### config.mk
export PLATFORM = sky130hd
export DESIGN_NAME = pipeline_ctrl
export DESIGN_NICKNAME = d
export VERILOG_FILES = /design/src/rtl/pipeline_ctrl.sv
export SDC_FILE = /design/constraint.sdc
export NUM_CORES = 1
export LEC_CHECK = 0
export CORE_UTILIZATION = 47
export DETAILED_ROUTE_END_ITERATION = 6
export GPL_TIMING_DRIVEN = 0
export HOLD_SLACK_MARGIN = 0.05
export PLACE_DENSITY = 0.88
export REMOVE_ABC_BUFFERS = 1
export SLEW_MARGIN = 20
export SYNTH_ARGS = -nofsm -noshare
export SYNTH_HDL_FRONTEND = slang
export SYNTH_SLANG_ARGS = --single-unit
### constraint.sdc
create_clock -name clk -period 2.61 [get_ports clk]
set_input_delay 0.3915 -clock clk [delete_from_list [all_inputs] [get_ports clk]]
set_output_delay 0.3915 -clock clk [all_outputs]
set_load 0.005 [all_outputs]
### src/rtl/pipeline_ctrl.sv
// Sequencing controller for the 5-stage rv32i pipeline: per-cycle buffer load
// enables, flush strobes, PC redirect, and saturating performance counters.
module pipeline_ctrl #(
    parameter int unsigned CNT_W = 32
) (
    input  logic             clk,
    input  logic             rst_n,
    input  logic             imem_resp,
    input  logic             dmem_access,
    input  logic             dmem_resp,
    input  logic [4:0]       de_rs1,
    input  logic [4:0]       de_rs2,
    input  logic             de_use_rs1,
    input  logic             de_use_rs2,
    input  logic [4:0]       ex_rd,
    input  logic             ex_mem_read,
    input  logic             br_mispredict,
    output logic             load_pc,
    output logic             load_if_de,
    output logic             load_de_ex,
    output logic             load_ex_mem,
    output logic             load_mem_wb,
    output logic             flush_if_de,
    output logic             flush_de_ex,
    output logic             pc_redirect,
    output logic [1:0]       state,
    output logic [CNT_W-1:0] stall_cnt,
    output logic [CNT_W-1:0] flush_cnt,
    output logic [CNT_W-1:0] bubble_cnt
);

    typedef enum logic [1:0] {
        RUN   = 2'd0,
        IWAIT = 2'd1,
        DWAIT = 2'd2,
        REDIR = 2'd3
    } state_t;

    state_t state_q;
    state_t state_d;
    logic   dstall;
    logic   mp;
    logic   lu;
    logic   inc_stall;
    logic   inc_flush;
    logic   inc_bubble;

    assign state = state_q;

    // Hazard detection; a mispredict right after a redirect belongs to the squashed path
    always_comb begin
        dstall = dmem_access & ~dmem_resp;
        mp     = br_mispredict & (state_q != REDIR);
        lu     = ex_mem_read & (ex_rd != 5'd0) &
                 ((de_use_rs1 & (de_rs1 == ex_rd)) | (de_use_rs2 & (de_rs2 == ex_rd)));
    end

    // Prioritised enable/flush generation and next-state selection
    always_comb begin
        load_pc     = 1'b0;
        load_if_de  = 1'b0;
        load_de_ex  = 1'b0;
        load_ex_mem = 1'b0;
        load_mem_wb = 1'b0;
        flush_if_de = 1'b0;
        flush_de_ex = 1'b0;
        pc_redirect = 1'b0;
        inc_stall   = 1'b0;
        inc_flush   = 1'b0;
        inc_bubble  = 1'b0;
        state_d     = RUN;

        if (dstall) begin
            inc_stall = 1'b1;
            state_d   = DWAIT;
        end else if (mp && !imem_resp) begin
            // PC must hold until the in-flight fetch retires
            inc_stall = 1'b1;
            state_d   = IWAIT;
        end else if (mp) begin
            load_pc     = 1'b1;
            pc_redirect = 1'b1;
            load_if_de  = 1'b1;
            flush_if_de = 1'b1;
            load_de_ex  = 1'b1;
            flush_de_ex = 1'b1;
            load_ex_mem = 1'b1;
            load_mem_wb = 1'b1;
            inc_flush   = 1'b1;
            state_d     = REDIR;
        end else if (lu) begin
            load_de_ex  = 1'b1;
            flush_de_ex = 1'b1;
            load_ex_mem = 1'b1;
            load_mem_wb = 1'b1;
            inc_stall   = 1'b1;
            inc_bubble  = 1'b1;
            state_d     = RUN;
        end else if (!imem_resp) begin
            load_if_de  = 1'b1;
            flush_if_de = 1'b1;
            load_de_ex  = 1'b1;
            load_ex_mem = 1'b1;
            load_mem_wb = 1'b1;
            inc_stall   = 1'b1;
            state_d     = IWAIT;
        end else begin
            load_pc     = 1'b1;
            load_if_de  = 1'b1;
            load_de_ex  = 1'b1;
            load_ex_mem = 1'b1;
            load_mem_wb = 1'b1;
            state_d     = RUN;
        end
    end

    function automatic logic [CNT_W-1:0] sat_inc(input logic [CNT_W-1:0] v, input logic en);
        return (en && (v != '1)) ? v + CNT_W'(1) : v;
    endfunction

    always_ff @(posedge clk or negedge rst_n) begin
        if (!rst_n) begin
            state_q    <= RUN;
            stall_cnt  <= '0;
            flush_cnt  <= '0;
            bubble_cnt <= '0;
        end else begin
            state_q    <= state_d;
            stall_cnt  <= sat_inc(stall_cnt, inc_stall);
            flush_cnt  <= sat_inc(flush_cnt, inc_flush);
            bubble_cnt <= sat_inc(bubble_cnt, inc_bubble);
        end
    end

endmodule
# ---- After elaboration in Yosys (flattened, before gate mapping)
# Index checks and enable logic that the tools add are counted.
dict set report totals {
  ff_bits 98
  input_bits 24
  output_inout_bits 106
  word_cells 62
}
dict set report classes {
  addsub 3
  n_eq_ne 6
  mux 35
  bitwise 8
  reduce_logical 6
}
# op count
set op_table {}
lappend op_table {{$add 32x1->32 const B} 3}
lappend op_table {{$ne 32x32->1 const B} 3}
lappend op_table {{$mux 1} 32}
lappend op_table {{$eq 5x5->1} 2}
lappend op_table {{$and 1x1->1} 6}
lappend op_table {{$mux 2} 3}
lappend op_table {{$reduce_bool 5->1} 1}
lappend op_table {{$logic_and 1x1->1} 4}
lappend op_table {{$ne 2x2->1 const B} 1}
lappend op_table {{$logic_not 1->1} 1}
lappend op_table {{$not 1->1} 1}
lappend op_table {{$or 1x1->1} 1}

# ---- Depth between registers and ports, before layout
# Gate-level depths: netlist of run 1.
dict set report depth {
  depth_word 9
  mapped_depth 8
  mapped_depth_nobuf 7
}

# ---- Least setup slack after synthesis of run 1
# Ideal clock, no wire load.
dict set report synth_timing {
  path_type {flip-flop to flip-flop}
  from {register stall_cnt[0]}
  to {register stall_cnt[20]}
  setup_ps 132
  t_arrival_ps 1999
  required_time_ps 2478
  path_slack_ps 479
  path_stages_with_launch 9
  path_buffers 2
  synth_period_minus_slack_ps 2131
  path_cell_list {dfrtp_1 ha_1 clkbuf_1 nand4_1 or4_1 or3b_1 buf_6 nor3_1 xor2_1}
}
dict set report synth_between {
  elab_chain_cells 2
  elab_cells_between_ends 3
  classes_between {add/sub (1); eq/ne (1); reduce/logical (1)}
}
# element line_no
set synth_rtl {}
lappend synth_rtl {{start: declaration} 27} ;# output logic [CNT_W-1:0] stall_cnt,
lappend synth_rtl {{start signal: assignment} 129} ;# stall_cnt <= sat_inc(stall_cnt, inc_stall);
lappend synth_rtl {{branches (longest 2 deep; another with $add 32x1->32)} --}
# Several ways; the timed one is not identified.
# A chain may end at the register's enable or synchronous reset.

# ---- Worst setup path in the final report of run 1
dict set report layout_timing {
  from {input br_mispredict}
  to {output pc_redirect}
}
dict set report layout_between {
  elab_chain_cells 4
  elab_cells_between_ends 5
  classes_between {mux (3); bitwise (1); reduce/logical (1)}
}
# element line_no
set layout_rtl {}
lappend layout_rtl {{start: declaration} 17} ;# input logic br_mispredict,
lappend layout_rtl {{$and 1x1->1 (*)} 53} ;# mp = br_mispredict & (state_q != REDIR);
lappend layout_rtl {{$mux 1 / $logic_and 1x1->1 (equally long branches)} {80, 76}}
lappend layout_rtl {{$mux 1 (*)} 76} ;# end else if (mp && !imem_resp) begin
lappend layout_rtl {{$mux 1 (*)} 73} ;# if (dstall) begin
lappend layout_rtl {{end: declaration} 25} ;# output logic pc_redirect,
# Every way passes the cells marked *; elsewhere a longest branch is shown, timed or not.

==> impl_metrics.json, run 1 <==
{
  "p_int_uw": 2480,
  "cp-start-kind": "input pin",
  "hold_start": "stall_cnt[29]",
  "maxCapViolations": 0,
  "synth_common_cells": "dfrtp_1, xnor2_1, xor2_1",
  "wl_met3_um": 414,
  "seq_area_frac_synth_pct": 50.2,
  "cts_tree": "built",
  "hold_depth": 1,
  "grt_pass1_vias": 3896,
  "post_dp_cell_area_um2": 6320,
  "syn_to_final_growth_pct": 34.8,
  "synth_top_area_share_pct": 50.2,
  "critPathLaunch": "br_mispredict",
  "first_pass_iters": 4,
  "synth-main-ff-cell": "dfrtp_1",
  "cts_made_buffers": 9,
  "crit_type": "in2out",
  "grt_max_degree": 57,
  "clockBufferDepth": 2,
  "layout_min_cycle_time_ps": 2540,
  "vias": 3982,
  "final_area_um2": 6580,
  "place_congestion": 0.885,
  "cp.arrival_ps": 2150,
  "wl_met1_mm": 5.00,
  "synth.area.top_cells": "dfrtp_1, xnor2_1, xor2_1, nand4_1, nand3_1",
  "vdd_drop_max_v": 0.000341,
  "ys_warn_count": 0,
  "slew_headroom_pct": 50.5,
  "cts_htree_levels": 3,
  "synthCells": 476,
  "finalHoldViolCount": 0,
  "coreArea_um2": 9910,
  "rr_endpoint": "bubble_cnt[1]",
  "skew_ps": 16.5,
  "synth_edf_count": 0,
  "io_buffer_count": 129,
  "wl_per_cell_um": 15.6,
  "grt_antenna_before_repair": 0,
  "synth_cell_types": 47,
  "overflow": 0,
  "cts.sinks": 98,
  "grtUsageTotal_pct": 22.1,
  "combPwrFrac_pct": 16.7,
  "die_w_um": 104,
  "r2r_cells": 6,
  "tns_ps": 0,
  "wl_mm": 11.6,
  "synthArstFlopShare_pct": 100,
  "via_per_inst": 5.34,
  "cp_max_fo": 6,
  "end_kind": "output pin",
  "cp.required_ps": 2220,
  "cts_root_buffer": "clkbuf_8",
  "routed.top_layer": "met4",
  "synth_area_um2": 4890,
  "fin_nets": 636,
  "diodes": 0,
  "rsz0062_at_grt": "no",
  "start_util_pct": 49.3,
  "dieArea_um2": 10800,
  "synth_most_common_cell": "dfrtp_1",
  "outcome": "finished clean",
  "die_h_um": 104,
  "regToRegStartpoint": "bubble_cnt[8]",
  "max_freq_mhz": 393,
  "clkTransAtPathRegs_ps": 100,
  "r2r_slack_ps": 220,
  "hold_end": "stall_cnt[29]",
  "p_switching_uw": 891,
  "post-route-drc-count": 0,
  "synth_top_cell_by_area": "dfrtp_1",
  "syn_area_per_cell_um2": 10.3,
  "worstMarginPinSlew_ps": 742,
  "grt_pass1_wl_mm": 19.4,
  "hpwl_mm": 8.84,
  "drv_slew": 0,
  "p_seq_share_pct": 51.7,
  "rows": 36,
  "leakagePower_uw": 0.00290,
  "route.met2.wl_mm": 6.02,
  "initialDrtViolationCount": 157,
  "ys_ff_latch": 98,
  "hold_path.class": "reg2reg",
  "clk_latency_ps": 350,
  "power_frac_clock_pct": 31.6,
  "drive_gt1_share_pct": 6.53,
  "switching_share_pct": 26.5,
  "final.period_utilization_pct": 97.5,
  "power_density_nw_per_um2": 512,
  "io_pins": 130,
  "antenna_left": 0,
  "finalSetupViolations": 0
}
cell usage in the layout, fill, tap and decap left out, drive strengths merged, types with 5 or more instances in the layout:
cell type      instances
and4                   6
nand3                 39
nand2                 37
xor2                  46
clkdlybuf4s50        119
nor2                  38
nor4                  11
nor3                  27
xnor2                 56
dlygate4sd2            8
and3                  11
inv                   18
and2                   7
nand4                 35
buf                    5
clkbuf                 9
dfrtp                 98
stage by stage:
stage          total power, µW  std cells  hold WS (ps)  setup slack (ps)  util, %
2_1_floorplan             1970        464          95.9              40.2        -
3_3_place_gp              2310        726           473             -2260     63.3
3_5_place_dp              2340        728           332              -476     63.8
4_1_cts                   3400        746           496              8.09     66.3
5_1_grt                   3510        746           515              3.12     66.4
6_report                  3370        746           498              66.2     66.4
critical path, stage by stage:
cell	delay [ps]
clkdlybuf4s50_1	480
a21bo_2	280
or3_4	420
inv_2	80
clkdlybuf4s50_1	490
power groups by stage:
stage	Clock [µW]	Combinational, µW	Sequential, µW
finish	1060	562	1740
global route	1140	613	1760
CTS	1080	572	1740
detailed placement	0	566	1770
global placement	0	543	1770
floorplan	0	210	1760
worst max path at each step:
stage,depth (start not counted),slack (ps),end
floorplan,5,40,bubble_cnt[1]
global placement,1,-2260,flush_cnt[9]
detailed placement,6,-480,flush_if_de
CTS,6,8,load_if_de
global route,5,3,pc_redirect
finish,5,70,pc_redirect
registers in the layout (all words and copies together), names as in the netlist:
name and cells:
bubble_cnt 32, flush_cnt 32, stall_cnt 32, state 2
layer usage:
layer / up-vias / track usage (%)
met5: - / 0
met4: 0 / 7.35
met3: 16 / 2.88
met2: 101 / 38.6
met1: 1955 / 28.2
li1: 1910 / -
what timing repair did:
action | in CTS | in global routing
pin swaps | 3 | 0
setup endpoints to repair | 5 | 5
endpoints found under the hold margin | 42 | 0
hold buffers | 1 | 0
resized for setup | 13 | 3
setup buffers | 2 | 0
final cells by class:
| class | instances | area (µm²) |
|---|---|---|
| repair buffers | 134 | 1350 |
| flip-flops and latches | 98 | 2450 |
| well taps | 133 | 166 |
| multi-input cells | 349 | 2340 |
| inverters | 17 | 63.8 |
| clock buffers | 9 | 124 |
| clock inverters | 6 | 90.1 |
| fillers | 762 | 3330 |
kinds of logic after synthesis:
group / count (synthesis) / share of synthesized area (%)
buffers and inverters: 29 / 2.77
multiplexers: 2 / 0.461
adder cells (fa/ha/maj): 3 / 0.768
AND/OR/NAND/NOR: 229 / 25.6
flip-flops: 98 / 50.2
XOR/XNOR: 102 / 18.3
AO/OA/AOI/OAI: 13 / 1.92
Power figures use the tool's default switching activity.
==> inputs of run 2 (changes only) <==
- MAX_ROUTING_LAYER: not set -> met4
==> run 2 against run 1 <==
Combinational power about the same. Global-route usage up 0.68 points. Cell count unchanged. Die area unchanged. Flip-flop and latch count unchanged. First-iteration DRC count up 21%. Clock-buffer cell count unchanged. Core utilization unchanged. Maximum frequency about the same. Register-to-register slack about the same. Cell area unchanged. Sequential share of layout area unchanged.
==> impl_metrics.json, run 2 (synthesized netlist as in run 1, its figures left out) <==
{
  "start_util_pct": 49.3,
  "final.period_utilization_pct": 97.5,
  "use_met2_pct": 38.4,
  "cp.required_ps": 2220,
  "coreArea_um2": 9910,
  "critPathMaxStageDelay_ps": 490,
  "overflow": 0,
  "wl_mm": 11.6,
  "max_freq_mhz": 393,
  "cp-start-kind": "input pin",
  "power_uw": 3360,
  "grtUsageTotal_pct": 22.7,
  "dp.cells": 728,
  "layout_common_cells": "clkdlybuf4s50_1, dfrtp_1, xnor2_1",
  "power_density_nw_per_um2": 511,
  "initialDrtViolationCount": 190,
  "io_buffer_count": 129,
  "end_kind": "output pin",
  "top_regs": "bubble_cnt: 32 flops, flush_cnt: 32 flops, stall_cnt: 32 flops",
  "cts_made_buffers": 9,
  "rsz0062_at_grt": "no",
  "finalSetupViolations": 0,
  "finalHoldViolCount": 0,
  "clkTransAtPathRegs_ps": 100,
  "crit_path_frequent_cell": "clkdlybuf4s50_1",
  "vias": 3967,
  "post_dp_cell_area_um2": 6320,
  "cp.arrival_ps": 2150,
  "wl_per_cell_um": 15.6,
  "cp.buffers_inverters": 3,
  "maxCapViolations": 0,
  "path_depth": 5,
  "skew_ps": 16.5,
  "clockBufferDepth": 2,
  "io_pins": 130,
  "die_w_um": 104,
  "cts_tree": "built",
  "grt_pass1_vias": 3898,
  "fin_nets": 636,
  "final_area_um2": 6580,
  "cts.sinks": 98,
  "first_pass_iters": 4,
  "place_congestion": 0.900,
  "via_per_inst": 5.32,
  "drive_gt1_share_pct": 6.53,
  "outcome": "finished clean",
  "worstMarginPinSlew_ps": 743,
  "cts_root_buffer": "clkbuf_8",
  "diodes": 0,
  "layout.cells.non_filler": 746,
  "rows": 36,
  "critical-path-top-delay-family": "buffers and inverters",
  "hpwl_mm": 8.84,
  "grt_max_degree": 57,
  "layout_min_cycle_time_ps": 2550,
  "leakagePower_uw": 0.00290,
  "tns_ps": 0,
  "path_cells": "clkdlybuf4s50_1 -> a21bo_2 -> or3_4 -> inv_2 -> clkdlybuf4s50_1",
  "n_fill_cell": 762,
  "regToRegStartpoint": "bubble_cnt[8]",
  "cts_htree_levels": 3,
  "drv_slew": 0,
  "critPathLaunch": "br_mispredict",
  "grtUsageMet1_pct": 28.8,
  "grt-busiest-layer": "met2",
  "r2r_slack_ps": 220,
  "final_common_cell": "clkdlybuf4s50_1",
  "dieArea_um2": 10800,
  "vdd_drop_max_v": 0.000340,
  "antenna_left": 0,
  "die_h_um": 104,
  "crit_type": "in2out",
  "hold_path.class": "reg2reg",
  "post-route-drc-count": 0,
  "cp_max_fo": 6,
  "rr_endpoint": "bubble_cnt[1]",
  "slowest_stage": "clkdlybuf4s50_1",
  "grt_antenna_before_repair": 0,
  "r2r_cells": 6,
  "slew_headroom_pct": 50.4,
  "grt_pass1_wl_mm": 19.4,
  "syn_to_final_growth_pct": 34.8,
  "clk_latency_ps": 350,
  "endpoint": "pc_redirect",
  "met3_usage_pct": 2.32
}
==> run 2: metal layers <==
layer  up-vias  share of wire (%)
met5         -                  0
met4         0                1.4
met3        15                3.3
met2       110                 52
met1      1932                 44
li1       1910                  -
==> run 2: power breakdown <==
| group | leakage [µW] | internal (µW) | switching [µW] |
|---|---|---|---|
| Combinational | 0.00151 | 325 | 236 |
| Sequential | 0.00129 | 1610 | 129 |
| Clock | 0.000106 | 539 | 520 |
| Total | 0.00290 | 2480 | 885 |
==> run 2: layout make-up <==
cell class | count | area [µm²] | area share [%]
Clock buffer | 9 | 124 | 1.88
Clock inverter | 6 | 90.1 | 1.37
Inverter | 17 | 63.8 | 0.969
Multi-Input combinational cell | 349 | 2340 | 35.5
Sequential cell | 98 | 2450 | 37.2
Tap cell | 133 | 166 | 2.53
Timing Repair Buffer | 134 | 1350 | 20.5
==> run 2: worst min path at each step <==
stage,startpoint,end,depth (start not counted)
after floorplan,rst_n,bubble_cnt[0],0
after global placement,flush_cnt[18],flush_cnt[18],1
after global routing,stall_cnt[29],stall_cnt[29],1
final,stall_cnt[29],stall_cnt[29],1
after CTS,stall_cnt[29],stall_cnt[29],1
after detailed placement,rst_n,stall_cnt[0],1
==> run 2: metrics by stage <==
| step | util, % | hold WS (ps) | setup slack [ps] |
|---|---|---|---|
| final | 66.4 | 495 | 64.4 |
| after global routing | 66.4 | 515 | 0.716 |
| after CTS | 66.3 | 496 | 8.09 |
| after detailed placement | 63.8 | 332 | -476 |
| after global placement | 63.3 | 473 | -2260 |
| after floorplan | - | 95.9 | 40.2 |
==> run 2: timing repair <==
| action | CTS | global route |
|---|---|---|
| buffers inserted | 2 | 0 |
| endpoints found under the hold margin | 42 | 0 |
| pin swaps | 3 | 0 |
| endpoints found under the setup margin | 5 | 5 |
| hold buffers | 1 | 0 |
| gates resized for setup | 13 | 3 |
